**config.mk**
```make
export PLATFORM = sky130hd
export DESIGN_NAME = alu_arbiter
export DESIGN_NICKNAME = d
export VERILOG_FILES = /design/src/rtl/alu_arbiter.sv
export SDC_FILE = /design/constraint.sdc
export NUM_CORES = 1
export LEC_CHECK = 0
export ABC_AREA = 1
export CAP_MARGIN = 30
export CORE_UTILIZATION = 35
export DETAILED_ROUTE_END_ITERATION = 10
export DONT_BUFFER_PORTS = 1
export HOLD_SLACK_MARGIN = 0.08
export MAX_ROUTING_LAYER = met4
export PLACE_DENSITY_LB_ADDON = 0.1
export SYNTH_ARGS = -nofsm -noshare
export SYNTH_HDL_FRONTEND = slang
export SYNTH_SLANG_ARGS = --single-unit
```
**constraint.sdc**
```tcl
create_clock -name clk -period 1.7 [get_ports clk]
set_input_delay 0.34 -clock clk [delete_from_list [all_inputs] [get_ports clk]]
set_output_delay 0.34 -clock clk [all_outputs]
set_load 0.05 [all_outputs]
```
**src/rtl/alu_arbiter.sv**
```systemverilog
// Two-requester round-robin arbiter in front of one combinational ALU, with a
// single-entry result register. Define ALU_ARB_PERF_EN to add grant/stall counters.
module alu_arbiter #(
  parameter int WIDTH = 32,
  parameter int OPW   = 3
) (
  input  logic             clk,
  input  logic             rst,
  input  logic             req0_valid,
  input  logic [OPW-1:0]   req0_op,
  input  logic [WIDTH-1:0] req0_rs1,
  input  logic [WIDTH-1:0] req0_rs2,
  output logic             req0_ready,
  input  logic             req1_valid,
  input  logic [OPW-1:0]   req1_op,
  input  logic [WIDTH-1:0] req1_rs1,
  input  logic [WIDTH-1:0] req1_rs2,
  output logic             req1_ready,
  output logic             res_valid,
  output logic [WIDTH-1:0] res_rd,
  output logic             res_id,
  input  logic             res_ready
`ifdef ALU_ARB_PERF_EN
  ,
  output logic [31:0]      perf_gnt0,
  output logic [31:0]      perf_gnt1,
  output logic [31:0]      perf_stall
`endif
);

  // Handshake: a port transfers on a posedge where valid & ready are both 1.
  // Ready may depend on valid; valid never depends on ready.
  localparam int SHW = $clog2(WIDTH);
  localparam logic [0:0] ST_EMPTY = 1'b0;
  localparam logic [0:0] ST_FULL  = 1'b1;

  function automatic logic [WIDTH-1:0] alu_f(input logic [OPW-1:0] op,
                                             input logic [WIDTH-1:0] a,
                                             input logic [WIDTH-1:0] b);
    logic [SHW-1:0] sh;
    int unsigned    opi;
    sh  = b[SHW-1:0];
    opi = 32'(op);
    case (opi)
      0:       alu_f = a + b;
      1:       alu_f = a - b;
      2:       alu_f = a & b;
      3:       alu_f = a | b;
      4:       alu_f = a ^ b;
      5:       alu_f = {{(WIDTH-1){1'b0}}, ($signed(a) < $signed(b))};
      6:       alu_f = a << sh;
      7:       alu_f = a >> sh;
      default: alu_f = '0;
    endcase
  endfunction

  logic [0:0]       state_q, state_d;
  logic [WIDTH-1:0] res_rd_q, res_rd_d;
  logic             res_id_q, res_id_d;
  logic             last_grant_q, last_grant_d;
  logic             grant0, grant1, can_accept, xfer;

  always_comb begin
    grant0       = req0_valid & (~req1_valid | last_grant_q);
    grant1       = req1_valid & (~req0_valid | ~last_grant_q);
    can_accept   = (state_q == ST_EMPTY) | res_ready;
    req0_ready   = grant0 & can_accept;
    req1_ready   = grant1 & can_accept;
    xfer         = req0_ready | req1_ready;
    state_d      = state_q;
    res_rd_d     = res_rd_q;
    res_id_d     = res_id_q;
    last_grant_d = last_grant_q;
    if (xfer) begin
      // A load while draining keeps the register FULL, so there is no bubble.
      state_d      = ST_FULL;
      res_id_d     = req1_ready;
      last_grant_d = req1_ready;
      res_rd_d     = req1_ready ? alu_f(req1_op, req1_rs1, req1_rs2)
                                : alu_f(req0_op, req0_rs1, req0_rs2);
    end else if ((state_q == ST_FULL) && res_ready) begin
      state_d = ST_EMPTY;
    end
  end

  always_ff @(posedge clk or posedge rst) begin
    if (rst) begin
      state_q      <= ST_EMPTY;
      res_rd_q     <= '0;
      res_id_q     <= 1'b0;
      last_grant_q <= 1'b1;
    end else begin
      state_q      <= state_d;
      res_rd_q     <= res_rd_d;
      res_id_q     <= res_id_d;
      last_grant_q <= last_grant_d;
    end
  end

  assign res_valid = (state_q == ST_FULL);
  assign res_rd    = res_rd_q;
  assign res_id    = res_id_q;

`ifdef ALU_ARB_PERF_EN
  logic [31:0] perf_gnt0_q, perf_gnt0_d;
  logic [31:0] perf_gnt1_q, perf_gnt1_d;
  logic [31:0] perf_stall_q, perf_stall_d;

  always_comb begin
    perf_gnt0_d  = perf_gnt0_q + 32'(req0_ready);
    perf_gnt1_d  = perf_gnt1_q + 32'(req1_ready);
    perf_stall_d = perf_stall_q + 32'((req0_valid | req1_valid) & ~xfer);
  end

  always_ff @(posedge clk or posedge rst) begin
    if (rst) begin
      perf_gnt0_q  <= '0;
      perf_gnt1_q  <= '0;
      perf_stall_q <= '0;
    end else begin
      perf_gnt0_q  <= perf_gnt0_d;
      perf_gnt1_q  <= perf_gnt1_d;
      perf_stall_q <= perf_stall_d;
    end
  end

  assign perf_gnt0  = perf_gnt0_q;
  assign perf_gnt1  = perf_gnt1_q;
  assign perf_stall = perf_stall_q;
`endif

endmodule

```
==> results by group, run 1 <==
Hold path
  • Worst min path class: primary input to flip-flop

Yosys
  • Synth top cells by count: nand2_1, nand3_1, inv_1
  • Yosys cell types: a little under 50
  • Post-synthesis cell area: 0.0208 mm²
  • Most frequent cell after synthesis: nand2_1
  • Post-Syn Nets: ~4,500
  • Share of the synthesized area in the top cell type: 0.242
  • Synth Area in Adders: 0.121
  • Synth area leader: nand2_1
  • XOR/XNOR share of the synthesized area: 0.00295
  • Compound-Gate Fraction of Synth Area: 0.130
  • Largest family of logic cells by synthesized area: simple AND/OR/NAND/NOR gates
  • Post-synthesis mux area share: 0
  • Synthesized area per cell: 4.97 µm²
  • Synth Flop Type: dfrtp_1
  • Synth Area in Simple Gates: 0.545
  • Yosys warnings: 0
  • Post-synth EDFFs: 0
  • Sequential area share after synthesis: 0.0422
  • Ys async rst share: 1.00
  • Largest cells by area after synthesis: nand2_1, nand3_1, ha_1
  • Mapped Cells: 4,173
  • Seq cells post-synth: 35

Global routing
  • Largest net degree at the start of global routing: 71
  • First-pass GRT wire length: approximately 180 mm
  • Overall routing resource usage: 0.409
  • Vias in the first global route: just under 30,000
  • Grt ovf: 0
  • Initial antenna violation count: 0

Critical path
  • CP Data Required Time: ~1.9 ns
  • Setup crit start kind: primary input
  • Crit-path cells: inv_6, buf_4, fa_2, nand3_2, nand3b_1, nand2_1, nand2_2, buf_6, nand2_2, nand4_1, nand3_2, nand3_2, nand2_2, nand3_2
  • CP max-delay cell: fa_2
  • Worst EP arrival: about 2.1 ns
  • Critical Path Most Common Cell: nand3_2
  • Worst path max stage delay: 0.38 ns
  • Crit end category: flip-flop
  • Crit-path max FO: 68
  • Setup CP Type: primary input to flip-flop

Placed design
  • Place WS: -0.837 ns
  • Area of placed instances: approximately 0.028 mm²
  • IO buf count: 0
  • Routability congestion estimate: ~1.1
  • Hpwl dp: ~100 mm
  • DP Cell Count: between 5,000 and 6,000

Layout
  • Finished Cell Area: approximately 0.032 mm²
  • Share of layout cells above drive strength 1: 0.332
  • Antenna Cells: 0
  • Nets: about 5,200
  • Area Growth Syn to Fin: 52.3%
  • # fillers: around 6,300
  • Cell Count, Final, Fillers Out: around 5,600

Detailed routing
  • Final antenna-violating net count: 0
  • # DRC: 0
  • Number of detailed-route iterations in the first pass: 8
  • Routed wire length: between 100 and 150 mm
  • DR WL/cell: between 20 and 25 µm
  • Routed vias/inst: 5.47
  • Iter 0 DRT Violations: ~2,800
  • Via count: 30,900

Timing
  • Final worst-path cycle share: 1.14
  • Slew @ Worst Pin: approximately 0.66 ns
  • Final setup TNS: -3.38 ns
  • Post-route setup slack: -0.232 ns
  • RSZ-0062 raised after global routing: true
  • Min Clock Period, post-route: 1.93 ns
  • Max-slew violation count: 0
  • F_max: 0.518 GHz
  • Slew HR: 0.560
  • Clock Skew: between 0.003 and 0.004 ns
  • Final setup fails: 30
  • Final hold vios: 0

Clocking
  • Clock Latency Late Sink: 0.30 ns
  • CTS tree: built
  • Reg clk slew, reported paths: ~0.06 ns
  • Cts bufs inserted: 5
  • H-tree levels: 2
  • Num Clock Sinks: 35
  • CTS root buffer: clkbuf_16
  • CTS Buffer Depth: 2

Pwr
  • Leakage: roughly 0.017 µW
  • Comb power frac: 0.763
  • Sequential Power Share: 0.159
  • Clk pwr share: 0.078
  • Sw power: ~8000 µW
  • P_int: 6410 µW
  • Switching Share: 0.558
  • Power consumption: between 10,000 and 15,000 µW
  • Worst VDD drop: between 0.0003 and 0.0004 V
  • P per Cell Area: 459 mW/mm²

Status
  • Status: complete, but fails checks
  • Failing checks: setup timing

Floorplanning
  • Die width: between 200 and 250 µm
  • I/O pin cnt: between 150 and 200
  • Core footprint: a little under 0.06 mm²
  • Die area: ~0.06 mm²
  • Chip height: 246 µm
  • Initial Utilization: 0.357
  • Rows: between 80 and 90

Job
  • MaxCap Viol Count: 0
==> cell type report <==
cell class                 count  area [µm²]  area share
sequential                    35         878      0.0278
clock buffer                   5         125     0.00396
clock inverter                 3        43.8     0.00138
multi-input combinational   3314       19800       0.626
timing repair buffer         890        7310       0.231
inverter                     628        2500      0.0791
tap                          765         957      0.0303
==> cell families after synthesis <==
group / after synthesis
simple gates: 2648
buf+inv: 824
compound gates: 461
fa+ha+maj: 198
flops: 35
xor+xnor: 7
==> power groups by stage <==
stage                     sequential, µW  clock (µW)  combinational (µW)
final                               2310        1130               11100
after global routing                2330        1170               11800
after CTS                           2320        1150               10100
after detailed placement            2330           0                9210
after global placement              2340           0                9210
after floorplan                     2210           0                4930
==> worst paths after layout <==
check | start | end | depth (start not counted) | slack [ns]
min in group asynchronous | rst | res_rd[29] | 3 | 0.59
min | res_ready | res_valid | 3 | 0.20
min reg2reg | res_rd[10] | res_rd[10] | 2 | 0.51
max | req0_rs2[1] | res_rd[26] | 14 | -0.23
max reg2reg | last_grant_q | res_rd[6] | 10 | 0.05
max in group asynchronous | rst | res_valid | 3 | 0.70
==> timing repair <==
action / 4_1_cts / 5_1_grt
resized for setup: 449 / 433
pin swaps: 95 / 151
buffers inserted: 14 / 32
cloned: 5 / 2
setup endpoints to repair: 34 / 34
hold buffers: 1 / 0
endpoints found under the hold margin: 34 / 0
==> worst max-delay path: cells and delay by family <==
| family | cells | cell delay (ns) |
|---|---|---|
| fa+ha+maj | 1 | 0.38 |
| simple gates | 10 | 1.01 |
| buf+inv | 3 | 0.33 |
==> state kept, by name, summed over array words and instances (netlist names) <==
name / count
last_grant_q: 1
res_rd: 32
res_valid: 1
res_id: 1
==> per-stage QoR <==
stage                     hold slack, ns  utilization
after global routing               0.226        0.544
final                              0.196        0.544
after CTS                          0.196        0.514
after floorplan                    0.483            -
after detailed placement           0.363        0.476
after global placement             0.364        0.476
==> metal layers <==
| metal | global-route usage | wire length, µm | vias to the layer above |
|---|---|---|---|
| met2 | 0.698 | 59100 | 1406 |
| met4 | 0.274 | 11000 | 0 |
| met5 | - | 0 | - |
| li1 | - | - | 14900 |
| met1 | 0.445 | 46200 | 14200 |
| met3 | 0.0493 | 8900 | 421 |
==> cell usage in the layout (no fill, tap or decap), types with 14 or more instances in the layout <==
master / count
buf_4: 822
buf_6: 33
and2_1: 16
ha_1: 126
o22ai_1: 37
dfrtp_1: 33
nor2_1: 269
nor3_2: 24
o21ai_2: 14
nor2_4: 27
a21oi_1: 89
nand2_1: 1136
nand3_1: 680
buf_12: 24
o21ai_1: 48
nand3_4: 21
o21a_1: 23
nand4_1: 54
o21ai_0: 85
inv_2: 71
nor2_2: 65
nand2_2: 168
ha_4: 62
o211ai_1: 23
a21oi_2: 56
nand3_2: 93
inv_1: 527
nand2_4: 35
nor3_1: 17
Power figures use the tool's default switching activity.
==> run 2, diff against run 1 <==
--- a/config.mk
+++ b/config.mk
@@ -7,7 +7,7 @@
 export LEC_CHECK = 0
 export ABC_AREA = 1
 export CAP_MARGIN = 30
-export CORE_UTILIZATION = 35
+export CORE_UTILIZATION = 50
 export DETAILED_ROUTE_END_ITERATION = 10
 export DONT_BUFFER_PORTS = 1
 export HOLD_SLACK_MARGIN = 0.08
==> constraint.sdc (replaced) <==
create_clock -name clk -period 1.6 [get_ports clk]
set_input_delay 0.32 -clock clk [delete_from_list [all_inputs] [get_ports clk]]
set_output_delay 0.32 -clock clk [all_outputs]
set_load 0.05 [all_outputs]
==> results by group, run 2 <==
Floorplanning
  • Die width: 206 µm (was 246 µm)
  • Initial Utilization: 0.507 (was 0.357)
  • Chip height: 206 µm (was 246 µm)
  • Rows: 74 (was 88)
  • I/O pin cnt: 175 (unchanged)

Yosys
  • Synth area leader: nand2_1 (unchanged)
  • Share of the synthesized area in the top cell type: 0.242 (unchanged)
  • Yosys warnings: 0 (unchanged)
  • Post-synthesis cell area: 0.0208 mm² (unchanged)
  • Mapped Cells: 4,173 (unchanged)
  • Largest cells by area after synthesis: nand2_1, nand3_1, ha_1 (unchanged)
  • Most frequent cell after synthesis: nand2_1 (unchanged)
  • Seq cells post-synth: 35 (unchanged)
  • Synth top cells by count: nand2_1, nand3_1, inv_1 (unchanged)
  • Synthesized area per cell: 4.97 µm² (unchanged)
  • Ys async rst share: 1.00 (unchanged)
  • Sequential area share after synthesis: 0.0422 (unchanged)
  • Post-Syn Nets: 4,510 (unchanged)
  • Synth Flop Type: dfrtp_1 (unchanged)
  • Yosys cell types: 49 (unchanged)
  • Post-synth EDFFs: 0 (unchanged)

Status
  • Status: stopped before the end (was complete, but fails checks)
  • Exit stage: global routing
  • Stop Error: [ERROR GRT-0232] Routing congestion too high. Check the congestion heatmap in the GUI.

Placed design
  • Area of placed instances: 0.0268 mm² (was 0.0276 mm²)
  • Hpwl dp: 95.9 mm (was 103 mm)
  • DP Cell Count: 5,276 (was 5,579)
  • Routability congestion estimate: 1.17 (was 1.08)
  • IO buf count: 0 (unchanged)
  • Place WS: -0.801 ns (was -0.837 ns)

Global routing
  • Grt ovf: 42
  • Largest net degree at the start of global routing: between 60 and 70
  • Overall routing resource usage: 0.710

Clocking
  • CTS root buffer: clkbuf_16 (unchanged)
  • CTS Buffer Depth: 2 (unchanged)
  • Cts bufs inserted: 5 (unchanged)
  • Num Clock Sinks: 35 (unchanged)
  • H-tree levels: 2 (unchanged)

Timing
  • Worst_ep kind: register input
  • Crit. endpoint post-GRT repair: res_rd[16]$_DFFE_PP0P_/D
-- run 2: cell counts after synthesis --
Identical to the previous run, type by type.
-- run 2: cells by family after synthesis --
kind of cell    count (synthesis)  synth area share
simple gates                 2648             0.545
buf+inv                       824             0.159
flops                          35            0.0422
fa+ha+maj                     198             0.121
xor+xnor                        7           0.00295
compound gates                461             0.130
-- run 2: metrics by stage --
step                TNS (ns)  hold WS (ns)
floorplan             -13.44         0.473
global placement      -19.94         0.340
detailed placement    -20.15         0.344
CTS                    -3.71         0.206
-- run 2: timing repair --
item / in CTS
pin swaps: 112
endpoints found under the hold margin: 34
setup endpoints to repair: 34
hold buffers: 1
buffers inserted: 32
resized for setup: 509
gates cloned: 3
-- run 2: metal layers --
metal | overflow | GRT usage
met1 | 0 | 0.701
met5 | - | -
met4 | 17 | 0.717
met3 | 0 | 0.455
met2 | 25 | 0.911
==> run 3, diff against run 2 <==
--- a/config.mk
+++ b/config.mk
@@ -7,12 +7,10 @@
 export LEC_CHECK = 0
 export ABC_AREA = 1
 export CAP_MARGIN = 30
-export CORE_UTILIZATION = 50
+export CORE_UTILIZATION = 35
 export DETAILED_ROUTE_END_ITERATION = 10
 export DONT_BUFFER_PORTS = 1
-export HOLD_SLACK_MARGIN = 0.08
-export MAX_ROUTING_LAYER = met4
-export PLACE_DENSITY_LB_ADDON = 0.1
+export PLACE_DENSITY_LB_ADDON = 0.15
 export SYNTH_ARGS = -nofsm -noshare
 export SYNTH_HDL_FRONTEND = slang
 export SYNTH_SLANG_ARGS = --single-unit
==> constraint.sdc (replaced) <==
create_clock -name clk -period 2.1 [get_ports clk]
set_input_delay 0.42 -clock clk [delete_from_list [all_inputs] [get_ports clk]]
set_output_delay 0.42 -clock clk [all_outputs]
set_load 0.05 [all_outputs]
==> results by group, run 3 (synthesized netlist as in run 1, its figures left out) <==
Layout
  • Commonest cells after routing, fill and taps aside: nand2_1, nand3_1, inv_1
  • # fillers: ~6,600
  • Antenna Cells: 0
  • Share of layout cells above drive strength 1: 0.191
  • Nets: 4,913
  • Most common cell after layout, fill and taps aside: nand2_1
  • Area Growth Syn to Fin: 29.1%
  • Cell Count, Final, Fillers Out: roughly 5,300
  • Utilization after layout: 0.461
  • Max FFs per register: 32

Critical path
  • WP depth: 14
  • Critical path's top delay family: simple AND/OR/NAND/NOR gates
  • Reg2Reg Depth: 8
  • Setup CP Type: primary input to flip-flop
  • Setup crit start kind: primary input
  • Setup crit start: req0_rs1[0]
  • Buf/Inv on CP: 2
  • Crit end category: flip-flop
  • CP max-delay cell: fa_2
  • Crit-path cells: inv_2, ha_4, inv_2, fa_2, nand3_2, nand3b_1, nand2_2, nand3_4, nand2_4, nand3_2, nand3_2, nand3_2, nand2_2, nand3_1
  • Worst EP arrival: roughly 2.3 ns
  • Critical Path Most Common Cell: nand3_2
  • Crit-path max FO: 4
  • CP Data Required Time: 2.29 ns
  • Worst path max stage delay: 0.44 ns
  • R2r startpoint: last_grant_q

Floorplanning
  • Rows: 88 (was 74)
  • Core footprint: around 0.058 mm²
  • Initial Utilization: 0.357 (was 0.507)
  • Die width: 246 µm (was 206 µm)
  • Chip height: 246 µm (was 206 µm)
  • I/O pin cnt: 175 (unchanged)
  • Die area: around 0.060 mm²

Job
  • MaxCap Viol Count: 0

Pwr
  • Leakage: 0.0147 µW
  • Worst VDD drop: 0.000399 V
  • P per Cell Area: approximately 380 mW/mm²

Timing
  • Post-route setup slack: slightly above 0.04 ns
  • Final worst-path cycle share: 0.980
  • Slew HR: 0.518
  • Worst hold margin: -0.00600 ns
  • Final setup fails: 0
  • RSZ-0062 raised after global routing: true
  • Final hold vios: 4
  • Final setup TNS: 0 ns
  • Min Clock Period, post-route: approximately 2.1 ns
  • Clock Skew: roughly 0.011 ns
  • Slew @ Worst Pin: ~0.72 ns
  • Max-slew violation count: 0
  • F_max: 0.486 GHz

Clocking
  • Reg clk slew, reported paths: approximately 0.08 ns
  • Cts bufs inserted: 5 (unchanged)
  • CTS Buffer Depth: 2 (unchanged)
  • Num Clock Sinks: 35 (unchanged)
  • Clock Latency Late Sink: roughly 0.32 ns
  • CTS root buffer: clkbuf_16 (unchanged)
  • CTS tree: built
  • H-tree levels: 2 (unchanged)

Placed design
  • Routability congestion estimate: 1.07 (was 1.17)
  • DP Cell Count: 5,328 (was 5,276)
  • Place WS: -0.495 ns (was -0.801 ns)
  • IO buf count: 0 (unchanged)
  • Hpwl dp: 93.5 mm (was 95.9 mm)

Global routing
  • First-pass GRT wire length: approximately 160 mm
  • Vias in the first global route: approximately 27,000
  • Initial antenna violation count: 2
  • Grt ovf: 0
  • Largest net degree at the start of global routing: around 70
  • Overall routing resource usage: 0.357

Detailed routing
  • Number of detailed-route iterations in the first pass: 8
  • DR WL/cell: around 21 µm
  • Routed vias/inst: roughly 5.5
  • # DRC: 0
  • Routed wire length: roughly 110 mm
  • Iter 0 DRT Violations: around 3,500
  • Via count: slightly below 30,000
  • Final antenna-violating net count: 0

Status
  • Status: complete, but fails checks (was stopped before the end)
  • Failing checks: hold timing

Hold path
  • Worst min path class: primary input to async pin
run 3: metrics by stage:
step	cell area [µm²]	power, µW
floorplan	21100	5760
global placement	25700	8740
detailed placement	25700	8740
CTS	26000	9760
global route	26800	10800
finish	26800	10100
run 3: timing repair:
item,4_1_cts,5_1_grt
hold buffers,0,0
pin swaps,1,31
resized for setup,22,200
setup endpoints to repair,17,26
buffers inserted,0,6
run 3: power by group:
group / switching [µW] / internal (µW) / leakage, µW
logic: 4400 / 2860 / 0.0142
registers: 1050 / 881 / 0.000436
clock network: 388 / 563 / 0.0000838
run 3: routing by layer:
layer  vias up  share of wire  GRT usage
met5         -        0.00012          0
met4         2          0.045      0.138
met3       224          0.082     0.0432
met2      1396           0.46      0.594
met1     13400           0.42      0.465
li1      14300              -          -
run 3: cell type report:
type	count	area (µm²)	area share
Sequential cell	35	877	0.0327
Clock inverter	3	43.8	0.00163
Tap cell	765	957	0.0357
Multi-Input combinational cell	3314	17700	0.660
Clock buffer	5	125	0.00467
Inverter	628	2370	0.0886
Timing Repair Buffer	592	4740	0.177
run 3: worst paths after layout:
check	to	slack (ns)
min	res_rd[24]	-0.006
min reg2reg	last_grant_q	0.53
min in group clk	res_valid	0.35
max	res_rd[30]	0.04
max reg2reg	res_rd[14]	0.39
max in group asynchronous	last_grant_q	1.47
